$ cat config.mk
export PLATFORM = sky130hd
export DESIGN_NAME = lo_prescaler
export DESIGN_NICKNAME = d
export VERILOG_FILES = /design/src/rtl/lo_prescaler.sv
export SDC_FILE = /design/constraint.sdc
export NUM_CORES = 1
export LEC_CHECK = 0
export ABC_AREA = 0
export CORE_ASPECT_RATIO = 0.75
export CORE_MARGIN = 4
export CORE_UTILIZATION = 59
export DETAILED_ROUTE_END_ITERATION = 10
export PLACE_DENSITY = 0.89
export SLEW_MARGIN = 40
export SYNTH_ARGS = -nofsm -noshare
export SYNTH_HDL_FRONTEND = slang
export SYNTH_SLANG_ARGS = --single-unit
$ cat constraint.sdc
create_clock -name clk -period 2.8 [get_ports clk]
set_input_delay 0.42 -clock clk [delete_from_list [all_inputs] [get_ports clk]]
set_output_delay 0.42 -clock clk [all_outputs]
set_load 0.01 [all_outputs]
$ cat src/rtl/lo_prescaler.sv
// Programmable LO prescaler: serially loaded divide ratio and a down-counter.
// The counter produces a registered, glitch-free divided clock and a terminal-count pulse.
module lo_prescaler #(
  parameter int WIDTH     = 8,
  parameter int RESET_DIV = 4
) (
  input  logic clk,
  input  logic rst,
  input  logic sclk,
  input  logic sdata,
  input  logic sload,
  output logic lo_out,
  output logic tc,
  output logic pend
);

  localparam logic [WIDTH-1:0] RST_DIV = WIDTH'(RESET_DIV);
  localparam logic [WIDTH-1:0] MIN_DIV = WIDTH'(2);

  logic [1:0]       sclk_sync;
  logic [1:0]       sdata_sync;
  logic [1:0]       sload_sync;
  logic             sclk_hist;
  logic             sload_hist;
  logic             sclk_ev;
  logic             sload_ev;
  logic             apply;
  logic [WIDTH-1:0] shift;
  logic [WIDTH-1:0] pending;
  logic [WIDTH-1:0] latched;
  logic [WIDTH-1:0] div;
  logic [WIDTH-1:0] cnt;

  always_ff @(posedge clk or posedge rst) begin
    if (rst) begin
      sclk_sync  <= '0;
      sdata_sync <= '0;
      sload_sync <= '0;
      sclk_hist  <= 1'b0;
      sload_hist <= 1'b0;
    end else begin
      sclk_sync  <= {sclk_sync[0], sclk};
      sdata_sync <= {sdata_sync[0], sdata};
      sload_sync <= {sload_sync[0], sload};
      sclk_hist  <= sclk_sync[1];
      sload_hist <= sload_sync[1];
    end
  end

  assign sclk_ev  = sclk_sync[1] & ~sclk_hist;
  assign sload_ev = sload_sync[1] & ~sload_hist;
  assign apply    = (cnt == '0) && pend;

  always_comb begin
    latched = shift;
    if (shift < MIN_DIV) latched = MIN_DIV;
  end

  always_ff @(posedge clk or posedge rst) begin
    if (rst) begin
      shift <= '0;
    end else if (sclk_ev) begin
      shift <= {shift[WIDTH-2:0], sdata_sync[1]};
    end
  end

  // A latch coinciding with an apply wins the pend flag: the old value is
  // consumed into div while the new one becomes the next pending ratio.
  always_ff @(posedge clk or posedge rst) begin
    if (rst) begin
      pending <= '0;
      pend    <= 1'b0;
    end else if (sload_ev) begin
      pending <= latched;
      pend    <= 1'b1;
    end else if (apply) begin
      pend    <= 1'b0;
    end
  end

  always_ff @(posedge clk or posedge rst) begin
    if (rst) begin
      div    <= RST_DIV;
      cnt    <= RST_DIV - 1'b1;
      tc     <= 1'b0;
      lo_out <= 1'b0;
    end else begin
      tc     <= (cnt == '0);
      lo_out <= (cnt >= (div >> 1));
      if (cnt == '0) begin
        if (pend) begin
          div <= pending;
          cnt <= pending - 1'b1;
        end else begin
          cnt <= div - 1'b1;
        end
      end else begin
        cnt <= cnt - 1'b1;
      end
    end
  end

endmodule
Yosys cells after proc, flatten, opt, wreduce, memory -nomap -nowiden. Cells that the tools add are included. Widths: inputs -> output; s select.

Flip-flop bits (word level): 43. Bits of input ports: 5. Output and inout port bits: 3. Word-level logic and storage cells: 30.

$add $sub $neg: 3. Order comparisons: 2. Multiplexer cells: 5. Bitwise operators: 4. Reduce and logical (&&, ||, !) cells: 4.

Operators by type and width (number): $mux 8 (3); $sub 8x1->8 const B (3); $ge 8x7->1 (1); $logic_not 8->1 (1); $lt 8x2->1 const B (1); $and 1x1->1 (2); $mux 1 (2); $not 1->1 (2); $reduce_and 2->1 (1); $reduce_bool 2->1 (1); $logic_and 1x1->1 (1).

Depth between registers and ports, before layout.
Word-level depth: 4. Gate-level depth with buffers: 10. Gate-level depth less buffers: 9.

Worst setup path before layout. No wires, ideal clock.

Kind: register -> register. Start: register pend. End: register cnt[6]. Library setup time: 0.080 ns. Arrival: 2.109 ns. Required time: 2.720 ns. Path slack: 0.611 ns. Stages on the path, launching flop included: 10. Buffers on the path: 2. Period minus slack after synthesis: 2.189 ns. Path through: dfrtp_1 buf_4 buf_2 mux2_2 a21oi_1 ha_1 nand3b_1 a21o_1 a211oi_2 xnor2_1.

Word-level cells in the longest chain between the ends: 2.

Ends and longest elaborated chain: start, declared (RTL line 14) `output logic pend`; start signal, assigned (RTL line 72) `pend <= 1'b0;`; start signal, assigned (RTL line 75) `pend <= 1'b1;`; start signal, assigned (RTL line 77) `pend <= 1'b0;`; $mux 8 (RTL line 91) `if (pend) begin`; $mux 8 (RTL line 90) `if (cnt == '0) begin`; end signal, assigned (RTL line 93) `cnt <= pending - 1'b1;`; end signal, assigned (RTL line 95) `cnt <= div - 1'b1;`; end signal, assigned (RTL line 98) `cnt <= cnt - 1'b1;`; end, declared (RTL line 32) `logic [WIDTH-1:0] cnt;`.

No other way between the ends. A chain may end at the register's enable or synchronous reset.

Worst setup path in the final report.
Start: register cnt[0]. End: register cnt[6].

Word-level cells in the longest chain between the ends: 2. Elaborated cells on any way between the ends: 3. Those cells by class: 1 x add/sub; 1 x mux; 1 x reduce/logical.

Ends and longest elaborated chain: start signal, assigned (RTL line 84) `cnt <= RST_DIV - 1'b1;`; start signal, assigned (RTL line 93); start signal, assigned (RTL line 95); $sub 8x1->8 / $logic_not 8->1 (equally long branches) (RTL line 98, 90); $mux 8 * (RTL line 90).

Mark *: on every way between the ends. The rest lies on a longest branch, timed or not.

==> metrics.txt <==
status completed; Final #Nets 188; crit path launch type flop; synthesis warning total 0; P per Cell Area 697 mW/mm2; row cnt 18; Setup crit start cnt[0]; hold endpoint sload_sync[1]; max-slew violations 0; Slew @ Worst Pin 677 ps; Register-to-Register Path Depth 9; leading cell type in the layout, fill and taps excluded dfrtp_1; worst-skew pair later-pin latency 290 ps; RSZ-0062 raised after global routing no; hold buffer count at CTS 0; root buffer cell clkbuf_8; global-route wire length before repair 6.29 mm; largest net degree at the start of global routing 44; via count 1278; proportion of layout cells with a drive suffix above 1 0.233; Fill cells 240; DRT Pass-1 Iters 4; Port Buffers 7; Die Y-Extent 58.7 um; clock sink count 43; H-tree levels 2; GR Util All Layers 0.194; GP Congestion 0.898; Hold Crit Depth 0; clock tree buffer depth 2; Worst Setup End Kind flop; final setup fails 0; Relative slew margins 0.548; area of the mapped netlist 0.00202 mm2; worst min path class reg2reg; diodes inserted 0; full die area 0.00444 mm2; vias in the first global route 1320; Ports 8; FF-to-FF End cnt[6]; LEAKAGE 1.03 nW; DRT antenna net count 0; routed vias/inst 5.92; start of the worst register-to-register path cnt[0]; die width 75.6 um; first-iteration detailed-routing DRC count 51; DPL Wire Length 2.58 mm; EDFF count, synth 0; Max IR drop VDD 477 uV; setup bufs post-CTS 0; syn_area_per_cell 12.3 um2; most frequent cells in the layout 40 x dfrtp_1, 14 x mux2_2, 11 x inv_1, 9 x nand2_1; ys flop type dfrtp_1; initial antenna violation count 0; f_max 487 MHz; Mapped Nets 177; data arrival time of the worst path 2270 ps; core area 0.00329 mm2; Post-Syn Instances 164; total CTS buffers 5; Hold Slack 352 ps; FF/Latch Area 0.00108 mm2; Hold Vio Cnt, Final 0; Fin Setup TNS 0 ps; Post-Route WL 3.57 mm; Crit Path Class reg2reg; DR DRC count 0; WL/cell 16.5 um; Post-CTS Resized 0; GRT overflow 0; max-cap violations 0; CP max FO 11; R2R setup slack 750 ps; starting density of the core 0.615; Hold Startpoint sload_sync[0]; Synth cell types 42; CTS tree done; area of the multi-input gates 867 um2; flop and latch count out of synthesis 43; Post-synth ARST share 1.00; skew final 1.46 ps; synth-to-layout area growth 11.7%; clk slew on worst S/H paths 70 ps; Worst EP required 3020 ps; register area share after synthesis 0.534; Tmin final 2050 ps; fin crit share 0.733
worst max path at each step:
| stage | cells after the start | end | slack (ps) |
|---|---|---|---|
| floorplan | 9 | cnt[6] | 610 |
| global placement | 9 | cnt[6] | 870 |
| detailed placement | 9 | cnt[6] | 780 |
| CTS | 9 | cnt[6] | 750 |
| global route | 9 | cnt[4] | 570 |
| finish | 9 | cnt[6] | 750 |
cell families (layout without fill, tap and decap cells):
logic type	after synthesis	in the layout	share of synthesized area
AOI/OAI and AO/OA	32	32	0.100
muxes	27	27	0.163
xor gates and xnor gates	6	6	0.0260
DFF	43	43	0.534
and+or+nand+nor	31	31	0.0897
adders and majority gates	8	8	0.0495
buffers and inverters	17	29	0.0377
synth_stat cells (4+ instances only):
cell type / number / area [um2]
a21oi_1: 8 / 40.0
o21ai_1: 5 / 25.0
xnor2_1: 4 / 35.0
nand2_1: 9 / 33.8
o21ai_0: 4 / 20.0
ha_1: 8 / 100
nor3_1: 5 / 25.0
mux2_4: 8 / 120
dfrtp_1: 40 / 1000
inv_1: 11 / 41.3
mux2_2: 14 / 158
nor2_1: 4 / 15.0
stage by stage:
| stage | util | instance area [um2] | power (mW) | std cells | setup slack (ps) |
|---|---|---|---|---|---|
| finish | 0.687 | 2260 | 1.57 | 216 | 748 |
| global route | 0.687 | 2260 | 1.65 | 216 | 572 |
| CTS | 0.687 | 2260 | 1.59 | 216 | 746 |
| detailed placement | 0.647 | 2130 | 1.03 | 208 | 782 |
| global placement | 0.647 | 2130 | 1.01 | 208 | 868 |
| floorplan | - | 2020 | 0.960 | 164 | 611 |
worst max-delay path, cell delays in order, from the launching register on:
cell and delay, ps:
dfstp_2 560, nor3_2 60, nand3_1 140, inv_2 130
a21oi_1 210, ha_1 240, nand3b_1 90, a21o_1 190
a211oi_2 220, xnor2_1 130
state kept, by name, summed over array words and instances (netlist names):
| signal | cells |
|---|---|
| sclk_sync | 2 |
| sload_sync | 2 |
| sclk_hist | 1 |
| pend | 1 |
| cnt | 8 |
| pending | 8 |
| tc | 1 |
| lo_out | 1 |
| sload_hist | 1 |
| sdata_sync | 2 |
| shift | 8 |
| div | 8 |
per-layer routing:
metal	routed length, um	track usage
met5	0	0
met4	67	0.0698
met3	187	0.0700
met2	1600	0.293
met1	1710	0.258
report_power, final:
part	switching [mW]	leakage (nW)	internal [mW]	total, mW
combinational	0.0909	0.446	0.122	0.212
clock	0.200	0.0654	0.356	0.557
sequential	0.0964	0.515	0.710	0.806
area by class of cell:
type	count	area share
Clock inverter	2	0.0266
Tap cell	40	0.0221
Clock buffer	6	0.0321
Timing Repair Buffer	9	0.0377
Sequential cell	43	0.478
Multi-Input combinational cell	104	0.384
Inverter	12	0.0199
(Power assumes the default switching activity.)
